<file path="config.mk">
export PLATFORM = sky130hd
export DESIGN_NAME = rf_wb_arbiter
export DESIGN_NICKNAME = d
export VERILOG_FILES = /design/src/rtl/rf_wb_arbiter.sv
export SDC_FILE = /design/constraint.sdc
export NUM_CORES = 1
export LEC_CHECK = 0
export BUFFER_PORTS_ARGS = -buffer_cell sky130_fd_sc_hd__buf_2
export CORE_MARGIN = 2
export CORE_UTILIZATION = 49
export DETAILED_ROUTE_END_ITERATION = 12
export PLACE_DENSITY = 0.76
export SYNTH_ARGS = -nofsm -noshare
export SYNTH_HDL_FRONTEND = slang
export SYNTH_SLANG_ARGS = --single-unit
export TNS_END_PERCENT = 10
</file>
<file path="constraint.sdc">
create_clock -name clk -period 9.9 [get_ports clk]
set_clock_uncertainty 0.1 [all_clocks]
set_input_delay 1.485 -clock clk [delete_from_list [all_inputs] [get_ports clk]]
set_output_delay 1.485 -clock clk [all_outputs]
set_load 0.005 [all_outputs]
</file>
<file path="src/rtl/rf_wb_arbiter.sv">
// rf_wb_arbiter: writeback arbiter sharing one register-file write port between the ALU and queued load responses
// Ports: clk, reset (async, active-low); io_alu_* ALU result in, io_alu_stall out;
// io_mem_* load response in with io_mem_ready out; io_rf_* registered write port; io_busy.
module rf_wb_arbiter #(
  parameter int DEPTH        = 4,
  parameter int STARVE_LIMIT = 8
) (
  input  logic        clk,
  input  logic        reset,
  input  logic        io_alu_valid,
  input  logic [4:0]  io_alu_wa,
  input  logic [31:0] io_alu_wd,
  output logic        io_alu_stall,
  input  logic        io_mem_valid,
  output logic        io_mem_ready,
  input  logic [4:0]  io_mem_wa,
  input  logic [31:0] io_mem_rdata,
  input  logic [2:0]  io_mem_funct3,
  input  logic [1:0]  io_mem_addr_lo,
  output logic [4:0]  io_rf_wa,
  output logic        io_rf_wen,
  output logic [31:0] io_rf_wd,
  output logic        io_busy
);
  localparam int AW = $clog2(DEPTH);
  localparam int SW = $clog2(STARVE_LIMIT + 1);
  logic [4:0]    q_wa [DEPTH];
  logic [31:0]   q_wd [DEPTH];
  logic [AW-1:0] rd_ptr, wr_ptr;
  logic [AW:0]   count;
  logic [SW-1:0] starve, starve_inc;
  logic [31:0]   shifted, mem_fmt;
  logic [15:0]   half;
  logic [7:0]    byte_sel;
  logic          empty, push, keep, alu_win, pop, bypass, store, starving, hit;
  always_comb begin
    shifted  = io_mem_rdata >> {io_mem_addr_lo, 3'b000};
    byte_sel = shifted[7:0];
    half     = io_mem_addr_lo[1] ? io_mem_rdata[31:16] : io_mem_rdata[15:0];
    mem_fmt  = io_mem_funct3 == 3'd0 ? {{24{byte_sel[7]}}, byte_sel} :
               io_mem_funct3 == 3'd4 ? {24'b0, byte_sel} :
               io_mem_funct3 == 3'd1 ? {{16{half[15]}}, half} :
               io_mem_funct3 == 3'd5 ? {16'b0, half} : io_mem_rdata;
  end
  assign empty        = count == '0;
  assign io_mem_ready = count != (AW+1)'(DEPTH);
  assign io_busy      = !empty || io_rf_wen;
  assign push         = io_mem_valid && io_mem_ready;
  assign keep         = push && io_mem_wa != 5'd0;
  assign alu_win      = io_alu_valid && !io_alu_stall && io_alu_wa != 5'd0;
  assign pop          = !alu_win && !empty;
  // an empty FIFO lets a fresh load skip storage and write straight through
  assign bypass       = !alu_win && empty && keep;
  assign store        = keep && !bypass;
  assign starving     = alu_win && !empty;
  assign starve_inc   = starve + SW'(1);
  assign hit          = starving && starve_inc == SW'(STARVE_LIMIT);
  always_ff @(posedge clk) if (store) begin
    q_wa[wr_ptr] <= io_mem_wa;
    q_wd[wr_ptr] <= mem_fmt;
  end
  always_ff @(posedge clk or negedge reset) begin
    if (!reset) begin
      rd_ptr       <= '0;
      wr_ptr       <= '0;
      count        <= '0;
      starve       <= '0;
      io_alu_stall <= 1'b0;
      io_rf_wen    <= 1'b0;
      io_rf_wa     <= 5'd0;
      io_rf_wd     <= 32'd0;
    end else begin
      rd_ptr       <= rd_ptr + AW'(pop);
      wr_ptr       <= wr_ptr + AW'(store);
      count        <= count + (AW+1)'(store) - (AW+1)'(pop);
      starve       <= starving && !hit ? starve_inc : '0;
      io_alu_stall <= hit;
      io_rf_wen    <= alu_win || pop || bypass;
      io_rf_wa     <= alu_win ? io_alu_wa : pop ? q_wa[rd_ptr] : bypass ? io_mem_wa : 5'd0;
      io_rf_wd     <= alu_win ? io_alu_wd : pop ? q_wd[rd_ptr] : bypass ? mem_fmt : 32'd0;
    end
  end
endmodule

</file>
==> results.cfg <==
[sta]
period_share_pct = 39.3
hold_viol = 0
finalCriticalPeriod_ns = 3.89
whs_ns = 0.402
fmax_ghz = 0.257
slew_headroom_pct = 27.9
fin_setup_tns_ns = 0
grt_setup_unrepaired = false
worstMarginPinSlew_ns = 1.08
slew_viol_final = 0
finalSetupViolations = 0

[final_layout]
drive_above_1_share_pct = 30.2
area_growth_pct = 15.4
nets = 814
final_core_util_pct = 58.1

[critical_path]
critical_path_arrival_ns = 3.88
critical_path.max_stage_delay_ns = 0.92
path_class = in2reg
slowest_stage = nor3b_2
cp-start-kind = input pin
cp.required_ns = 9.89
worstPathMaxFanout = 25
crit_chain = buf_2, nor2b_1, o211ai_1, a21o_1, nor3b_2, buf_4
end_kind = flip-flop

[place]
hpwl_um = 13700
gp_congestion = 0.831
port_buffers = 123

[clock_tree]
clk_latency_ns = 0.43
ctsResizeCount = 0
cts_setup_buffers = 0
numCtsBuffers = 17
cts_max_level = 4
tritoncts = built
ctsHoldBuffers = 0
cts_root_buffer = clkbuf_16
cts.sinks = 198
clock_path_buffers = 2
clkTransAtPathRegs_ns = 0.07

[die]
coreArea_um2 = 17400
dieArea_um2 = 18900
chipWidth_um = 138
die_h_um = 138
io_pins = 124
initial_core_util_pct = 50.3
fp-row-count = 48

[yosys]
synthAdderAreaFrac_pct = 0.945
synthCells = 611
ys_seq_elements = 198
seq_area_frac_synth_pct = 65.2
synth.distinct_cells = 45
synth_area_um2 = 8740
synthMuxAreaShare_pct = 11.1
syn_nets = 700
synth_enable_flop_cells = 148
synth_xor_area_share_pct = 0.601
ys.warnings.count = 0
yosys.area_share.simple_pct = 10.4
syn_area_per_cell_um2 = 14.3
synth_top_family_by_area = multiplexers
synth_compound_area_share_pct = 8.51
synth_flop_cell = edfxtp_1
synthArstFlopShare_pct = 25.3

[hold_path]
hold_path_class = reg2reg

[global_routing]
grt_max_degree = 59
groute.usage.overall_pct = 22.9
gr-total-overflow = 0
antenna_found_initial = 2
grt_pass1_vias = 5700
grt_pass1_wl_um = 31200

[drt]
viasPerCell = 5.99
dr_total_vias = 5779
drc = 0
wl_per_cell_um = 21.5
drt_iter0_drc = 481
first_pass_iters = 5
wl_um = 20700
postRouteAntennaNets = 0

[flow_run]
maxCapViolCount = 0

[pwr]
power.total_w = 0.00251
vdd_ir_drop_max_uv = 135
p_leak_nw = 3.80
p_per_area_nw_per_um2 = 249

[run_status]
outcome = finished clean
==> area by class of cell <==
| type | instances | area (µm²) |
|---|---|---|
| clock inverters | 13 | 100 |
| multi-input cells | 352 | 2790 |
| diodes | 1 | 2.50 |
| well taps | 225 | 282 |
| clock buffers | 19 | 443 |
| fillers | 1367 | 7270 |
| flip-flops and latches | 198 | 5700 |
| inverters | 23 | 86.3 |
| repair buffers | 133 | 691 |
==> synthesized netlist by cell type (all sizes together), types with 5 or more instances <==
| cell | number | area [µm²] |
|---|---|---|
| a21boi | 16 | 120 |
| a21oi | 40 | 211 |
| a31o | 7 | 61.3 |
| and3 | 7 | 43.8 |
| buf | 20 | 128 |
| clkbuf | 18 | 67.6 |
| dfrtp | 50 | 1250 |
| edfxtp | 148 | 4440 |
| ha | 5 | 62.6 |
| inv | 23 | 86.3 |
| mux2i | 11 | 114 |
| mux4 | 38 | 856 |
| nand2 | 43 | 164 |
| nand3 | 31 | 155 |
| nand4 | 8 | 50.1 |
| nand4b | 8 | 70.1 |
| nor2 | 40 | 150 |
| nor2b | 10 | 62.6 |
| nor3b | 17 | 128 |
| o211ai | 18 | 135 |
| o21ai | 23 | 126 |
==> sequential cells by signal, summed over array words and instances (netlist names) <==
register	cells
io_rf_wa	5
q_wd	128
wr_ptr	2
q_wa	20
starve	4
rd_ptr	2
count	3
io_rf_wen	1
io_alu_stall	1
io_rf_wd	32
==> critical path, delay by kind of cell <==
family	cells	cell delay, ns
buffers and inverters	2	0.59
AO/OA/AOI/OAI	2	0.49
AND/OR/NAND/NOR	2	1.30
==> cell families (layout without fill, tap and decap cells) <==
kind of cell / count (synthesis) / in the layout
other cells: 0 / 1
mux: 49 / 49
xor+xnor: 6 / 6
flops: 198 / 198
simple gates: 176 / 176
fa+ha+maj: 6 / 6
compound gates: 115 / 115
buf+inv: 61 / 188
==> routing by layer <==
metal  up-vias  part of all wire (%)  track usage, %
met2       295                    50            37.7
met5         -                 0.063               0
li1       2561                     -               -
met4         2                   1.8            8.02
met3        33                   8.8            4.93
met1      2888                    40            30.4
==> where the power goes <==
| group | switching [W] | total (W) | internal (W) |
|---|---|---|---|
| logic | 0.000394 | 0.000710 | 0.000316 |
| registers | 0.0000572 | 0.00117 | 0.00111 |
| clock network | 0.000304 | 0.000635 | 0.000331 |
| total | 0.000756 | 0.00251 | 0.00175 |
==> worst paths after layout <==
kind	startpoint	to	slack (ns)	cells after the start
hold / removal	starve[0]$_DFF_PN0_	starve[0]$_DFF_PN0_	0.40	1
setup reg to reg	io_alu_stall$_DFF_PN0_	q_wd[1][2]$_DFFE_PP_	6.76	5
setup / recovery	io_alu_valid	q_wd[1][2]$_DFFE_PP_	6.01	6
max in group asynchronous	reset	rd_ptr[0]$_DFF_PN0_	8.14	2
min in group asynchronous	reset	io_rf_wd[16]$_DFF_PN0_	1.08	2
hold reg to reg	starve[0]$_DFF_PN0_	starve[0]$_DFF_PN0_	0.40	1
==> metrics by stage <==
| step | cell area, µm² | std cells | setup slack (ns) |
|---|---|---|---|
| final | 10100 | 964 | 6.01 |
| after global routing | 10100 | 963 | 5.83 |
| after CTS | 10100 | 963 | 6.00 |
| after detailed placement | 9540 | 931 | 5.56 |
| after global placement | 9540 | 931 | 5.67 |
| after floorplan | 8740 | 611 | 4.34 |
==> cells in the final DEF (no fill, tap or decap), types with 17 or more instances in the layout <==
cell	Yosys	final
a21oi_1	37	37
buf_2	12	123
clkbuf_16	0	17
dfrtp_1	50	49
edfxtp_1	148	148
inv_1	23	23
mux4_2	38	38
nand2_1	42	41
nand3_1	31	31
nor2_1	40	39
o211ai_1	18	18
o21ai_0	22	22
Power figures use the tool's default switching activity.
